<file path="src/rtl/cursor_position_pkg.sv">
// Shared types for the canvas cursor: FSM states and the signed per-axis direction.
package cursor_pkg;

  typedef enum logic [1:0] {IDLE, DELAY, REPEAT} cursor_state_t;

  typedef struct packed {
    logic [1:0] dx;
    logic [1:0] dy;
  } dir_t;

  localparam dir_t DIR_IDLE = '{dx: 2'b00, dy: 2'b00};

  // Two's complement difference of a button pair: +1, -1, or 0 when both or neither are held.
  function automatic logic [1:0] dirOf(input logic pos, input logic neg);
    return (pos && !neg) ? 2'b01 : ((neg && !pos) ? 2'b11 : 2'b00);
  endfunction

endpackage

</file>
<file path="src/rtl/cursor_position_if.sv">
// Button/load inputs and cursor outputs between input conditioning and the canvas.
interface cursor_position_if #(
  parameter int GRID_W = 64,
  parameter int GRID_H = 32
);
  localparam int XW = $clog2(GRID_W);
  localparam int YW = $clog2(GRID_H);

  logic          left, right, up, down;
  logic          wrap_en;
  logic          load;
  logic [XW-1:0] load_x;
  logic [YW-1:0] load_y;
  logic [XW-1:0] userX;
  logic [YW-1:0] userY;
  logic          moved;

  modport master (output left, right, up, down, wrap_en, load, load_x, load_y,
                  input  userX, userY, moved);
  modport slave  (input  left, right, up, down, wrap_en, load, load_x, load_y,
                  output userX, userY, moved);
endinterface

</file>
<file path="src/rtl/cursor_position_axis.sv">
// One grid axis: applies a -1/0/+1 step with wrap or clamp at 0 and N-1.
module axis_stepper #(
  parameter int N = 64
) (
  input  logic [$clog2(N)-1:0] pos,
  input  logic [1:0]           d,
  input  logic                 wrap_en,
  output logic [$clog2(N)-1:0] next_pos,
  output logic                 changed
);
  localparam int W = $clog2(N);
  localparam logic [W:0]   MAX_EXT = (W+1)'(N - 1);
  localparam logic [W-1:0] MAX_POS = W'(N - 1);

  logic [W:0] inc;

  // Increment one bit wide so the overflow past N-1 is visible even when N is a power of two.
  always_comb begin
    next_pos = pos;
    inc      = {1'b0, pos} + 1'b1;
    case (d)
      2'b01:   next_pos = (inc > MAX_EXT) ? (wrap_en ? '0 : pos) : inc[W-1:0];
      2'b11:   next_pos = (pos == '0) ? (wrap_en ? MAX_POS : pos) : pos - 1'b1;
      default: next_pos = pos;
    endcase
  end

  assign changed = (next_pos != pos);

endmodule

</file>
<file path="src/rtl/cursor_position.sv">
// Cursor register: button levels -> (x, y) with hold-to-repeat, wrap/clamp and direct load.
import cursor_pkg::*;

module cursor_position #(
  parameter int GRID_W       = 64,
  parameter int GRID_H       = 32,
  parameter int X_INIT       = 0,
  parameter int Y_INIT       = 0,
  parameter int REPEAT_DELAY = 1,
  parameter int REPEAT_RATE  = 1
) (
  input  logic              CLOCK_50,
  input  logic              reset,
  cursor_position_if.slave  bus
);
  localparam int XW = $clog2(GRID_W);
  localparam int YW = $clog2(GRID_H);
  localparam int CW = $clog2((REPEAT_DELAY > REPEAT_RATE) ? REPEAT_DELAY : REPEAT_RATE) + 1;
  localparam logic [XW-1:0] X_MAX    = XW'(GRID_W - 1);
  localparam logic [YW-1:0] Y_MAX    = YW'(GRID_H - 1);
  localparam logic [CW-1:0] CNT_DLY  = CW'(REPEAT_DELAY);
  localparam logic [CW-1:0] CNT_RATE = CW'(REPEAT_RATE);

  cursor_state_t curState, nextState;
  logic [CW-1:0] cnt, nextCnt;
  dir_t          curD, latD, nextLatD;
  logic          step;
  logic [XW-1:0] posX, stepX, loadX;
  logic [YW-1:0] posY, stepY, loadY;
  logic          xChanged, yChanged, movedQ;

  assign curD.dx = dirOf(bus.right, bus.left);
  assign curD.dy = dirOf(bus.down,  bus.up);

  axis_stepper #(.N(GRID_W)) xAxis (.pos(posX), .d(curD.dx), .wrap_en(bus.wrap_en),
                                    .next_pos(stepX), .changed(xChanged));
  axis_stepper #(.N(GRID_H)) yAxis (.pos(posY), .d(curD.dy), .wrap_en(bus.wrap_en),
                                    .next_pos(stepY), .changed(yChanged));

  assign loadX = (bus.load_x > X_MAX) ? X_MAX : bus.load_x;
  assign loadY = (bus.load_y > Y_MAX) ? Y_MAX : bus.load_y;

  always_comb begin
    nextState = curState;
    nextCnt   = cnt;
    nextLatD  = latD;
    step      = 1'b0;
    if (curD == DIR_IDLE) begin
      nextState = IDLE;
      nextCnt   = '0;
    end else begin
      case (curState)
        IDLE: begin
          step      = 1'b1;
          nextCnt   = CW'(1);
          nextState = DELAY;
        end
        DELAY, REPEAT: begin
          if (curD != latD) begin
            // A new direction mid-hold behaves like a fresh press.
            step      = 1'b1;
            nextCnt   = CW'(1);
            nextState = DELAY;
          end else if (cnt == ((curState == DELAY) ? CNT_DLY : CNT_RATE)) begin
            step      = 1'b1;
            nextCnt   = CW'(1);
            nextState = REPEAT;
          end else begin
            nextCnt   = cnt + CW'(1);
          end
        end
        default: nextState = IDLE;
      endcase
      if (step) nextLatD = curD;
    end
  end

  always_ff @(posedge CLOCK_50) begin
    if (reset) begin
      posX     <= XW'(X_INIT);
      posY     <= YW'(Y_INIT);
      movedQ   <= 1'b0;
      curState <= IDLE;
      cnt      <= '0;
      latD     <= DIR_IDLE;
    end else if (bus.load) begin
      // Load discards any step this edge and re-arms a held button as a new press.
      posX     <= loadX;
      posY     <= loadY;
      movedQ   <= (loadX != posX) || (loadY != posY);
      curState <= IDLE;
      cnt      <= '0;
      latD     <= DIR_IDLE;
    end else begin
      curState <= nextState;
      cnt      <= nextCnt;
      latD     <= nextLatD;
      movedQ   <= step && (xChanged || yChanged);
      if (step) begin
        posX <= stepX;
        posY <= stepY;
      end
    end
  end

  assign bus.userX = posX;
  assign bus.userY = posY;
  assign bus.moved = movedQ;

endmodule

</file>
<file path="src/flat_wrapper.sv">
// flat-port wrapper written by rule: the top's interface ports become plain ports
module cursor_position_flat 
#(
  parameter int GRID_W       = 64,
  parameter int GRID_H       = 32,
  parameter int X_INIT       = 0,
  parameter int Y_INIT       = 0,
  parameter int REPEAT_DELAY = 1,
  parameter int REPEAT_RATE  = 1
)
  (CLOCK_50, reset, bus_left, bus_right, bus_up, bus_down, bus_wrap_en, bus_load, bus_load_x, bus_load_y, bus_userX, bus_userY, bus_moved);
  cursor_position_if #(.GRID_W(GRID_W), .GRID_H(GRID_H)) bus_i ();
  input  logic CLOCK_50;
  input  logic reset;
  input wire logic [$bits(bus_i.left)-1:0] bus_left;
  input wire logic [$bits(bus_i.right)-1:0] bus_right;
  input wire logic [$bits(bus_i.up)-1:0] bus_up;
  input wire logic [$bits(bus_i.down)-1:0] bus_down;
  input wire logic [$bits(bus_i.wrap_en)-1:0] bus_wrap_en;
  input wire logic [$bits(bus_i.load)-1:0] bus_load;
  input wire logic [$bits(bus_i.load_x)-1:0] bus_load_x;
  input wire logic [$bits(bus_i.load_y)-1:0] bus_load_y;
  output wire logic [$bits(bus_i.userX)-1:0] bus_userX;
  output wire logic [$bits(bus_i.userY)-1:0] bus_userY;
  output wire logic [$bits(bus_i.moved)-1:0] bus_moved;
  assign bus_i.left = bus_left;
  assign bus_i.right = bus_right;
  assign bus_i.up = bus_up;
  assign bus_i.down = bus_down;
  assign bus_i.wrap_en = bus_wrap_en;
  assign bus_i.load = bus_load;
  assign bus_i.load_x = bus_load_x;
  assign bus_i.load_y = bus_load_y;
  assign bus_userX = bus_i.userX;
  assign bus_userY = bus_i.userY;
  assign bus_moved = bus_i.moved;
  cursor_position #(.GRID_W(GRID_W), .GRID_H(GRID_H), .X_INIT(X_INIT), .Y_INIT(Y_INIT), .REPEAT_DELAY(REPEAT_DELAY), .REPEAT_RATE(REPEAT_RATE)) u_core (.CLOCK_50(CLOCK_50), .reset(reset), .bus(bus_i));
endmodule
</file>
<file path="config.mk">
export PLATFORM = sky130hd
export DESIGN_NAME = cursor_position_flat
export DESIGN_NICKNAME = d
export VERILOG_FILES = /design/src/rtl/cursor_position_pkg.sv /design/src/rtl/cursor_position_if.sv /design/src/rtl/cursor_position_axis.sv /design/src/rtl/cursor_position.sv /design/src/flat_wrapper.sv
export SDC_FILE = /design/constraint.sdc
export NUM_CORES = 1
export LEC_CHECK = 0
export BUFFER_PORTS_ARGS = -buffer_cell sky130_fd_sc_hd__buf_2
export CAP_MARGIN = 10
export CELL_PAD_IN_SITES_DETAIL_PLACEMENT = 1
export CELL_PAD_IN_SITES_GLOBAL_PLACEMENT = 2
export CORE_UTILIZATION = 33
export DETAILED_ROUTE_END_ITERATION = 8
export PLACE_DENSITY_LB_ADDON = 0.1
export SLEW_MARGIN = 15
export SYNTH_ARGS = -nofsm -noshare
export SYNTH_HDL_FRONTEND = slang
export SYNTH_SLANG_ARGS = --single-unit
</file>
<file path="constraint.sdc">
create_clock -name CLOCK_50 -period 3.17 [get_ports CLOCK_50]
set_input_delay 0.317 -clock CLOCK_50 [delete_from_list [all_inputs] [get_ports CLOCK_50]]
set_output_delay 0.317 -clock CLOCK_50 [all_outputs]
set_load 0.02 [all_outputs]
</file>
# Word-level counts from Yosys, hierarchy flattened
# Cells that the tools add are included.
# Widths: inputs -> output; s select.
[word_totals] register_bits=19 latch_bits=0 mem_bits_rw=0 mem_bits_ro=0 n_memories=0
[op_classes] add_sub_neg=5 n_mul=0 div=0 magnitude_cmp=4 eq_ne=12 shift=0 muxes=32 bitwise_logic=1 n_reduce_logical=21
[ops] operator="$mux 6" count=7
[ops] operator="$mux 5" count=7
[ops] operator="$mux 2" count=6
[ops] operator="$ne 6x6->1" count=2
[ops] operator="$pmux 6 s2" count=1
[ops] operator="$ne 5x5->1" count=2
[ops] operator="$pmux 5 s2" count=1
[ops] operator="$add 6x1->7 const B" count=1
[ops] operator="$gt 7x6->1 const B" count=1
[ops] operator="$mux 1" count=7
[ops] operator="$add 5x1->6 const B" count=1
[ops] operator="$eq 2x1->1 const B" count=3
[ops] operator="$eq 2x2->1 const B" count=3
[ops] operator="$gt 6x5->1 const B" count=1
[ops] operator="$gt 6x6->1 const B" count=1
[ops] operator="$logic_not 6->1" count=1
[ops] operator="$sub 6x1->6 const B" count=1
[ops] operator="$gt 5x5->1 const B" count=1
[ops] operator="$logic_and 1x1->1" count=5
[ops] operator="$logic_not 5->1" count=1
[ops] operator="$sub 5x1->5 const B" count=1
[ops] operator="$logic_not 1->1" count=4
[ops] operator="$logic_not 4->1" count=1
[ops] operator="$ne 4x4->1" count=1
[ops] operator="11 further kinds" count=15

# Logic depth before layout (Yosys ltp)
# Gate-level depths: netlist (run 1).
[logic_depth] word_depth=11 ltp_mapped=11 depth_no_buf=9

# Cells and area by module
# A second synthesis (run 1) with hierarchy kept.
[hier_totals] hier_cells=322 hier_area_um2=2339.7
[modules_own_cells] mod="cursor_position" instances=1 cells_per_inst=167 area_each_um2=1292.5
[modules_own_cells] mod="axis_stepper (u_core.xAxis)" instances=1 cells_per_inst=95 area_each_um2=650.6
[modules_own_cells] mod="axis_stepper (u_core.yAxis)" instances=1 cells_per_inst=60 area_each_um2=396.6

# Worst setup path after synthesis (run 1)
# Ideal clock, no wire load.
[synth_timing] path_kind="register -> register" startpoint="reg u_core.posX[0] (netlist: u_core.bus.userX[0])" endpoint="reg u_core.movedQ (netlist: u_core.bus.moved)" setup_ns=0.131 arrival_time_ns=2.892 t_required_ns=3.039 path_slack_ns=0.147 stages_incl_launch_ff=12 cell_sequence="dfxtp_1 clkbuf_1 clkbuf_1 inv_1 ha_1 nand2_1 or4_1 a22o_1 a2bb2oi_1 nand4b_4 a221oi_2 a211oi_1"
[synth_via] elab_chain_cells=8 word_cells_on_any_way=15 cone_classes="add/sub: 2; order compare: 1; eq/ne: 2; mux: 6; reduce/logical: 4"
[synth_rtl] element="start: declaration" line="cursor_position.sv:28" source="logic [XW-1:0] posX, stepX, loadX;"
[synth_rtl] element="start signal: assignment" line="cursor_position.sv:80" source="posX <= XW'(X_INIT);"
[synth_rtl] element="start signal: assignment" line="cursor_position.sv:88" source="posX <= loadX;"
[synth_rtl] element="start signal: assignment" line="cursor_position.sv:100" source="posX <= stepX;"
[synth_rtl] element="$add 6x1->7" line="cursor_position_axis.sv:20" source="inc = {1'b0, pos} + 1'b1;"
[synth_rtl] element="$gt 7x6->1" line="cursor_position_axis.sv:22" source="2'b01: next_pos = (inc > MAX_EXT) ? (wrap_en ? '0 : pos) : inc[W-1:0];"
[synth_rtl] element="$mux 6" line="cursor_position_axis.sv:22"
[synth_rtl] element="$pmux 6 s2" line="cursor_position_axis.sv:21" source="case (d)"
[synth_rtl] element="$ne 6x6->1" line="cursor_position_axis.sv:28" source="assign changed = (next_pos != pos);"
[synth_rtl] element="$logic_or 1x1->1" line="cursor_position.sv:98" source="movedQ <= step && (xChanged || yChanged);"
[synth_rtl] element="$logic_and 1x1->1" line="cursor_position.sv:98"
[synth_rtl] element="$mux 1 *" line="cursor_position.sv:86" source="end else if (bus.load) begin"
[synth_rtl] element="end signal: assignment" line="cursor_position.sv:90" source="movedQ <= (loadX != posX) || (loadY != posY);"
[synth_rtl] element="end signal: assignment" line="cursor_position.sv:98"
[synth_rtl] element="end: declaration" line="cursor_position.sv:30" source="logic xChanged, yChanged, movedQ;"
# Every way passes the cells marked *; elsewhere a longest branch is shown, timed or not.
# A chain may end at the register's enable or synchronous reset.

# Worst setup path in the final report (run 1)
[layout_timing] startpoint="reg u_core.posX[1] (netlist: u_core.bus.userX[1])" endpoint="reg u_core.movedQ (netlist: u_core.bus.moved)"
# Same word-level chain as after synthesis.

==> flow_metrics.env, run 1 <==
export IMPL_grt_pass1_wl_um=12300
export IMPL_p_leak_nw=1.02
export IMPL_drt_antenna_violating_nets=0
export IMPL_clkPwrFrac=0.209
export IMPL_post_route_period_util=0.878
export IMPL_cts_setup_buffers=0
export IMPL_path_delay_family="simple AND/OR/NAND/NOR gates"
export IMPL_path_clk_slew_ps=80
export IMPL_cts_made_buffers=3
export IMPL_worstMarginPinSlew_ps=667
export IMPL_rsz0062_at_grt="false"
export IMPL_dp_cells=402
export IMPL_setup_slack_ps=386
export IMPL_hp_class="in2reg"
export IMPL_vias=2414
export IMPL_critical_path_startpoint_type="flip-flop"
export IMPL_p_switching_uw=367
export IMPL_num_rows=29
export IMPL_syn2layout_area_growth_pct=13.1
export IMPL_synth_area_mm2=0.00221
export IMPL_synth_nets=336
export IMPL_crit_arrival_ps=2920
export IMPL_holdBufCountCts=0
export IMPL_comb_power_share=0.467
export IMPL_drive_above_1_share=0.170
export IMPL_max_freq_mhz=359
export IMPL_worstPathBufferInverterCount=1
export IMPL_cp_required_ps=3310
export IMPL_cts_tree="built"
export IMPL_p_seq_frac=0.324
export IMPL_drt_iter0_markers=119
export IMPL_ctsHtreeMaxLevel=1
export IMPL_async_flop_share=0
export IMPL_clock_sinks=19
export IMPL_dp_final_hpwl_um=5790
export IMPL_drv_slew=0
export IMPL_drc=0
export IMPL_synth_seq_cells=19
export IMPL_p_int_uw=504
export IMPL_fin_skew_ps=5.76
export IMPL_die_x_um=83.9
export IMPL_crit_slowest_cell="or4_1"
export IMPL_hold_viol=0
export IMPL_status="complete, no violations"
export IMPL_post_route_util=0.390
export IMPL_layout_nets=361
export IMPL_grt_pass1_vias=2330
export IMPL_cp_slowest_stage_delay_ps=470
export IMPL_ys_seq_area_frac=0.172
export IMPL_core_area_mm2=0.00642
export IMPL_synthesis_instances=305
export IMPL_swShare=0.421
export IMPL_clk_root_buffer_cell="clkbuf_8"
export IMPL_diodes=0
export IMPL_io_pins=31
export IMPL_p_per_area_mw_per_mm2=348
export IMPL_die_area_mm2=0.00704
export IMPL_port_buffers=30
export IMPL_antenna_found_initial=0
export IMPL_worst_path_max_fanout=7
export IMPL_grt_usage=0.217
export IMPL_cap_viol_max_count=0
export IMPL_syn_area_per_cell_um2=7.26
export IMPL_synth_edff_count=0
export IMPL_vias_per_cell=5.95
export IMPL_yosysWarnings=0
export IMPL_synthDistinctLibCells=66
export IMPL_synth_main_ff_cell="dfxtp_1"
export IMPL_relSlewSlack=0.544
export IMPL_setup_violations=0
export IMPL_place_gp_congestion=0.888
export IMPL_power_uw=871
export IMPL_routedWlPerCell_um=18.6
export IMPL_clock_latency_ps=270
export IMPL_setup_worst_path_class="reg2reg"
export IMPL_grt_max_degree=21
export IMPL_fin_cells=406
export IMPL_finalSetupTns_ps=0
export IMPL_die_height_um=83.9
export IMPL_wl_um=7540
export IMPL_irDropWorstVdd_v=0.000149
export IMPL_overflow=0
export IMPL_place_ws_ps=424
export IMPL_crit_chain="inv_1 -> ha_1 -> nand2_1 -> or4_1 -> a22o_1 -> a221oi_1 -> o32ai_1 -> nor4_1 -> a211oi_1"
export IMPL_clk_path_buf_depth=2
export IMPL_end_kind="flip-flop"
export IMPL_post_route_min_period_ps=2780
export IMPL_start_util=0.345
export IMPL_dr_pass1_iters=4
export IMPL_cts_resized_gates=0
export IMPL_fill_cells=831
layout by cell type (no fill, tap or decap), types with 6 or more instances in the layout:
| master | instances |
|---|---|
| and3_1 | 6 |
| buf_2 | 30 |
| xnor2_1 | 16 |
| nor2_1 | 22 |
| mux2i_1 | 6 |
| nor4_1 | 7 |
| o21ai_0 | 11 |
| nor3_1 | 8 |
| a21oi_1 | 21 |
| nand3_1 | 9 |
| buf_4 | 14 |
| dfxtp_1 | 19 |
| nand4_1 | 7 |
| ha_1 | 12 |
| nand2_1 | 28 |
| inv_1 | 19 |
worst paths after layout:
kind,from,end,slack (ps),cells past startpoint
max,u_core.bus.userX[1]$_SDFFE_PP0P_,u_core.bus.moved$_SDFF_PP0_,390,9
min,bus_load_y[2],u_core.bus.userY[2]$_SDFFE_PP0P_,300,3
max reg2reg,u_core.bus.userX[1]$_SDFFE_PP0P_,u_core.bus.moved$_SDFF_PP0_,390,9
min reg2reg,u_core.latD[2]$_SDFFE_PP0P_,u_core.latD[2]$_SDFFE_PP0P_,500,2
cell families after synthesis:
family | synth area share
AOI/OAI and AO/OA | 0.325
xor gates and xnor gates | 0.0712
adders and majority gates | 0.0678
buffers and inverters | 0.0831
DFF | 0.172
muxes | 0.0271
and+or+nand+nor | 0.254
final cells by class:
cell class / instances / area (um^2) / share of cell area
clock buffers: 3 / 41.3 / 0.0165
clock inverters: 1 / 5.00 / 0.00200
inverters: 20 / 75.1 / 0.0300
multi-input cells: 242 / 1650 / 0.659
flip-flops and latches: 19 / 380 / 0.152
well taps: 77 / 96.3 / 0.0385
repair buffers: 44 / 255 / 0.102
worst reg2reg max path, delay by kind of cell (launching register included):
kind            cells  cell delay (ps)
compound gates      4              840
fa+ha+maj           1              370
buf+inv             1              130
flops               1              450
simple gates        3              870
registers in the layout, indices dropped and copies added, names as in the netlist:
signal,count
u_core.curState,2
u_core.bus.userX,6
u_core.cnt,1
u_core.bus.moved,1
u_core.bus.userY,5
u_core.latD,4
stage by stage:
step | cell area (um^2) | hold slack (ps)
3_3_place_gp | 2460 | 476
4_1_cts | 2500 | 300
3_5_place_dp | 2460 | 489
5_1_grt | 2500 | 300
2_1_floorplan | 2210 | 390
6_report | 2500 | 299
synth_stat cells, drive strengths merged (8+ instances only):
library cell | count | area (um^2)
a21oi | 21 | 105
clkbuf | 17 | 63.8
dfxtp | 19 | 380
ha | 12 | 150
inv | 19 | 71.3
nand2 | 28 | 105
nand3 | 9 | 45.0
nor2 | 22 | 82.6
nor3 | 8 | 40.0
o21ai | 15 | 75.1
xnor2 | 16 | 140
routing by layer:
| layer | vias to the layer above | GRT usage | wire length (um) |
|---|---|---|---|
| met5 | - | 0 | 0 |
| met4 | 0 | 0.0141 | 0 |
| met3 | 0 | 0.0376 | 409 |
| met2 | 68 | 0.317 | 3180 |
| met1 | 1151 | 0.339 | 3950 |
| li1 | 1195 | - | - |
power groups by stage:
stage	logic (mW)	clock network, mW	registers, mW
6_report	0.407	0.182	0.282
5_1_grt	0.444	0.197	0.285
4_1_cts	0.406	0.187	0.282
3_5_place_dp	0.404	0	0.288
3_3_place_gp	0.405	0	0.287
2_1_floorplan	0.279	0	0.289
No activity file was read; power rests on OpenSTA's default activity.
==> run 2, diff against run 1 <==
CORE_UTILIZATION = 36   (was 33)
clock period = 3.5 ns   (was 3.17 ns; I/O delays follow)
==> run 2 against run 1 <==
  * Core utilization increased by 2.7 points
  * Maximum frequency down 1.9%
  * Routed wire length hardly changed
  * Global-route usage increased by 2.9 points
  * Final cell count shrank 1.5%
  * Flip-flop and latch count unchanged
  * Largest power group unchanged
  * Highest routed layer is now met4
==> flow_metrics.env, run 2 (same netlist as run 1, synthesis figures left out) <==
export IMPL_status="complete, no violations"
export IMPL_start_util=0.374
export IMPL_grt_usage=0.246
export IMPL_post_route_period_util=0.811
export IMPL_grt_max_degree=21
export IMPL_post_route_util=0.417
export IMPL_setup_worst_path_class="reg2reg"
export IMPL_cts_tree="built"
export IMPL_relSlewSlack=0.447
export IMPL_path_clk_slew_ps=70
export IMPL_cap_viol_max_count=0
export IMPL_irDropWorstVdd_v=0.000161
export IMPL_num_rows=28
export IMPL_drt_antenna_violating_nets=0
export IMPL_worst_path_max_fanout=7
export IMPL_dr_pass1_iters=4
export IMPL_end_kind="flip-flop"
export IMPL_place_gp_congestion=0.839
export IMPL_clkPwrFrac=0.204
export IMPL_vias=2400
export IMPL_dp_cells=396
export IMPL_layout_nets=357
export IMPL_p_per_area_mw_per_mm2=313
export IMPL_setup_violations=0
export IMPL_routedWlPerCell_um=18.8
export IMPL_p_int_uw=451
export IMPL_clk_root_buffer_cell="clkbuf_8"
export IMPL_die_height_um=80.4
export IMPL_comb_power_share=0.462
export IMPL_drt_iter0_markers=120
export IMPL_grt_pass1_vias=2355
export IMPL_dp_final_hpwl_um=5620
export IMPL_final_common_cell="buf_2"
export IMPL_max_freq_mhz=352
export IMPL_syn2layout_area_growth_pct=11.5
export IMPL_clock_latency_ps=260
export IMPL_hold_viol=0
export IMPL_io_pins=31
export IMPL_largest_register_ffs=6
export IMPL_rsz0062_at_grt="false"
export IMPL_antenna_found_initial=0
export IMPL_hp_class="in2reg"
export IMPL_place_area_mm2=0.00242
export IMPL_cts_made_buffers=3
export IMPL_cts_setup_buffers=0
export IMPL_swShare=0.417
export IMPL_overflow=0
export IMPL_p_switching_uw=322
export IMPL_core_area_mm2=0.00592
export IMPL_holdBufCountCts=0
export IMPL_p_seq_frac=0.334
export IMPL_clk_path_buf_depth=2
export IMPL_diodes=0
export IMPL_place_ws_ps=576
export IMPL_cts_resized_gates=0
export IMPL_wl_um=7530
export IMPL_p_leak_nw=0.993
export IMPL_drive_above_1_share=0.157
export IMPL_clock_sinks=19
export IMPL_setup_slack_ps=663
export IMPL_fin_area_mm2=0.00247
export IMPL_grt_pass1_wl_um=12200
export IMPL_post_route_min_period_ps=2840
export IMPL_vias_per_cell=6.00
export IMPL_fin_skew_ps=2.01
export IMPL_drv_slew=0
export IMPL_fin_cells=400
export IMPL_drc=0
export IMPL_ctsHtreeMaxLevel=1
export IMPL_cp_required_ps=3630
export IMPL_worstMarginPinSlew_ps=809
export IMPL_layout_common_cells="buf_2 (30), nand2_1 (28), nor2_1 (22)"
export IMPL_die_area_mm2=0.00647
export IMPL_finalSetupTns_ps=0
export IMPL_critical_path_startpoint_type="flip-flop"
export IMPL_port_buffers=30
export IMPL_die_x_um=80.4
export IMPL_crit_arrival_ps=2970
export IMPL_hold_worst_slack_ps=342
export IMPL_power_uw=774
[run 2: cell count changes in the layout (fill, tap and decap cells not counted)]
cell | before | now
clkbuf_1 | 0 | 1
buf_4 | 14 | 10
clkinv_2 | 1 | 0
[run 2: path summary, 6_finish.rpt]
path	depth (start not counted)	slack, ps	start	endpoint
min	3	340	bus_load_y[2]	u_core.bus.userY[2]$_SDFFE_PP0P_
min reg2reg	2	500	u_core.latD[2]$_SDFFE_PP0P_	u_core.latD[2]$_SDFFE_PP0P_
max	8	660	u_core.bus.userX[1]$_SDFFE_PP0P_	u_core.bus.moved$_SDFF_PP0_
max reg2reg	8	660	u_core.bus.userX[1]$_SDFFE_PP0P_	u_core.bus.moved$_SDFF_PP0_
[run 2: critical path, cell delays in order, from the launching register on]
cell	delay, ps
dfxtp_1	460
ha_1	380
xnor2_1	160
or4_1	530
a22o_1	300
a221oi_1	300
o32ai_1	110
nor4_1	330
a211oi_1	130
[run 2: layer usage]
layer  share of wire  up-vias  wire length, um  GRT usage
met5               0        -                0          0
met4          0.0084        0               63     0.0446
met3           0.040        6              302     0.0420
met2            0.43       56             3250      0.373
met1            0.52     1158             3920      0.360
li1                -     1180                -          -
[run 2: final cells by class]
cell class              count  area, um^2
well taps                  75        93.8
clock buffers               4        45.0
repair buffers             40         225
fillers                   775        3450
inverters                  20        75.1
multi-input cells         242        1650
flip-flops and latches     19         380
[run 2: power by group through the flow]
| stage | sequential [mW] | combinational, mW | clock (mW) |
|---|---|---|---|
| 5_1_grt | 0.262 | 0.391 | 0.177 |
| 3_3_place_gp | 0.263 | 0.352 | 0 |
| 2_1_floorplan | 0.262 | 0.253 | 0 |
| 6_report | 0.259 | 0.357 | 0.158 |
| 4_1_cts | 0.258 | 0.355 | 0.163 |
| 3_5_place_dp | 0.263 | 0.353 | 0 |
==> run 3, diff against run 2 <==
ABC_AREA = 1   (was default)
CORE_UTILIZATION = 31   (was 36)
clock period = 2.62 ns   (was 3.5 ns; I/O delays follow)
==> run 3 against run 2 <==
  * Non-clock buffer count rose by 7
  * Clock power rose by 37%
  * Clock skew rose by 6.8 ps
  * Setup slack got worse by 340 ps
  * Critical path depth rose by 10
  * Via count rose by 3.8%
  * Die area rose by 17%
  * Flip-flop and latch count did not move
  * Maximum frequency rose by 24%
  * Worst hold slack got worse by 63 ps
==> flow_metrics.env, run 3 <==
export IMPL_setup_violations=0
export IMPL_worstMarginPinSlew_ps=466
export IMPL_drt_iter0_markers=105
export IMPL_drv_slew=0
export IMPL_yosysWarnings=0
export IMPL_core_area_mm2=0.00687
export IMPL_drc=0
export IMPL_synth_top_cells_by_area="nand2_1 (18%), dfxtp_1 (17%), nand3_1 (8.7%), inv_1 (7.2%), ha_1 (6.7%)"
export IMPL_synth_area_mm2=0.00224
export IMPL_hp_class="in2reg"
export IMPL_cap_viol_max_count=0
export IMPL_grt_max_degree=17
export IMPL_io_pins=31
export IMPL_cts_tree="built"
export IMPL_port_buffers=30
export IMPL_multiInputGateArea_mm2=0.00156
export IMPL_holdPathStages=3
export IMPL_irDropWorstVdd_v=0.000165
export IMPL_largest_register_ffs=6
export IMPL_fill_cells=950
export IMPL_syn_area_per_cell_um2=6.04
export IMPL_dp_final_hpwl_um=5870
export IMPL_synthesis_instances=371
export IMPL_status="complete, no violations"
export IMPL_clock_latency_ps=260
export IMPL_async_flop_share=0
export IMPL_final_common_cell="nand2_1"
export IMPL_ff2ff_path_depth=18
export IMPL_max_freq_mhz=436
export IMPL_rsz0062_at_grt="false"
export IMPL_synth_commonest_cells="nand2_1 (105), inv_1 (43), nand3_1 (39)"
export IMPL_routedWlPerCell_um=14.1
export IMPL_crit_arrival_ps=2440
export IMPL_p_leak_nw=1.26
export IMPL_post_route_min_period_ps=2300
export IMPL_clk_path_buf_depth=2
export IMPL_synth_nets=402
export IMPL_synth_top_area_frac=0.176
export IMPL_syn2layout_area_growth_pct=14.7
export IMPL_finalSetupTns_ps=0
export IMPL_dp_cells=497
export IMPL_cp_required_ps=2760
export IMPL_vias_per_cell=4.97
export IMPL_die_x_um=87
export IMPL_place_gp_congestion=0.957
export IMPL_register_area_um2=383
export IMPL_worst_path_max_fanout=7
export IMPL_synth_top_area_cell="nand2_1"
export IMPL_drive_above_1_share=0.200
export IMPL_cts_made_buffers=3
export IMPL_hold_viol=0
export IMPL_fin_skew_ps=8.79
export IMPL_die_height_um=87
export IMPL_p_per_area_mw_per_mm2=412
export IMPL_layout_common_cells="nand2_1 (105), inv_1 (43), nand3_1 (39)"
export IMPL_start_util=0.326
export IMPL_ys_seq_area_frac=0.170
export IMPL_grt_pass1_vias=2348
export IMPL_clk_root_buffer_cell="clkbuf_8"
export IMPL_ctsHtreeMaxLevel=1
export IMPL_fin_cells=501
export IMPL_grt_usage=0.198
export IMPL_dr_pass1_iters=4
export IMPL_antenna_found_initial=0
export IMPL_grt_pass1_wl_um=11800
export IMPL_setup_worst_path_class="reg2reg"
export IMPL_synth_edff_count=0
export IMPL_post_route_util=0.374
export IMPL_end_kind="flip-flop"
export IMPL_die_area_mm2=0.00757
export IMPL_diodes=0
export IMPL_num_rows=30
export IMPL_synthMostInstantiatedCell="nand2_1"
export IMPL_post_route_period_util=0.876
export IMPL_synth_seq_cells=19
export IMPL_vias=2492
export IMPL_clock_sinks=19
export IMPL_synthDistinctLibCells=38
export IMPL_drt_antenna_violating_nets=0
export IMPL_path_clk_slew_ps=80
export IMPL_wl_um=7040
export IMPL_relSlewSlack=0.689
export IMPL_critical_path_startpoint_type="flip-flop"
export IMPL_overflow=0
export IMPL_synth_main_ff_cell="dfxtp_1"
export IMPL_layout_nets=437
run 3: cell count changes after synthesis, moves of 9 or more:
cell	previous run	this run
nand2_1	28	105
inv_1	19	43
nand3_1	9	39
xnor2_1	16	6
xor2_1	2	11
clkbuf_1	17	3
run 3: kinds of logic (layout without fill, tap and decap cells):
group | Yosys count | after routing | share of synthesized area
AND/OR/NAND/NOR | 206 | 206 | 0.422
AO/OA/AOI/OAI | 52 | 52 | 0.142
XOR/XNOR | 17 | 17 | 0.0665
buffers and inverters | 65 | 99 | 0.133
flip-flops | 19 | 19 | 0.170
adder cells (fa/ha/maj) | 12 | 12 | 0.0670
run 3: critical path, cell delays in order (launching register included):
cell	delay [ps]
dfxtp_2	400
ha_1	250
nand2_1	120
nor2_1	120
nor2_1	60
nor2_2	110
inv_1	60
nor2_1	110
nand2_2	110
nand3_2	110
nand2_1	60
nand2_1	140
nor2_1	60
nor2_1	120
nand2_1	60
nor2_1	90
nand3_1	70
nand2_1	70
a21oi_2	50
run 3: path summary, 6_finish.rpt:
kind,slack (ps),end,from
min reg2reg,480,u_core.latD[1]$_SDFFE_PP0P_,u_core.latD[1]$_SDFFE_PP0P_
max,320,u_core.bus.moved$_SDFF_PP0_,u_core.bus.userX[1]$_SDFFE_PP0P_
min,280,u_core.bus.userY[4]$_SDFFE_PP0P_,bus_load_y[4]
max reg2reg,320,u_core.bus.moved$_SDFF_PP0_,u_core.bus.userX[1]$_SDFFE_PP0P_
run 3: what timing repair did:
action                                  4_1_cts  5_1_grt
resized for setup                             0        2
buffers inserted                              0        0
endpoints found under the setup margin        0        1
hold buffers                                  0        0
hold endpoints to repair                      0        0
run 3: report_power, final:
| part | internal (mW) | switching (mW) | leakage [nW] |
|---|---|---|---|
| Sequential | 0.311 | 0.0357 | 0.157 |
| Clock | 0.106 | 0.110 | 0.0255 |
| Combinational | 0.182 | 0.313 | 1.08 |
| Total | 0.598 | 0.459 | 1.26 |
run 3: cell type report:
type	instances	share of cell area
Multi-Input combinational cell	287	0.608
Clock inverter	1	0.00195
Timing Repair Buffer	47	0.108
Sequential cell	19	0.149
Tap cell	96	0.0468
Clock buffer	3	0.0161
Inverter	48	0.0701
run 3: per-stage QoR:
stage	hold slack, ps	worst slack (ps)	cell area [um^2]	power [mW]
after floorplan	331	396	2240	0.702
after global routing	275	63.2	2570	1.15
after detailed placement	474	280	2520	0.847
after global placement	463	343	2520	0.847
final	278	325	2570	1.06
after CTS	272	244	2570	1.07
run 3: routing by layer:
metal	wire [um]	GRT usage	part of all wire	up-vias
met5	0	0	0	-
met4	29	0.0242	0.0041	0
met3	229	0.0227	0.033	2
met2	3070	0.311	0.44	42
met1	3710	0.296	0.53	1170
li1	-	-	-	1278
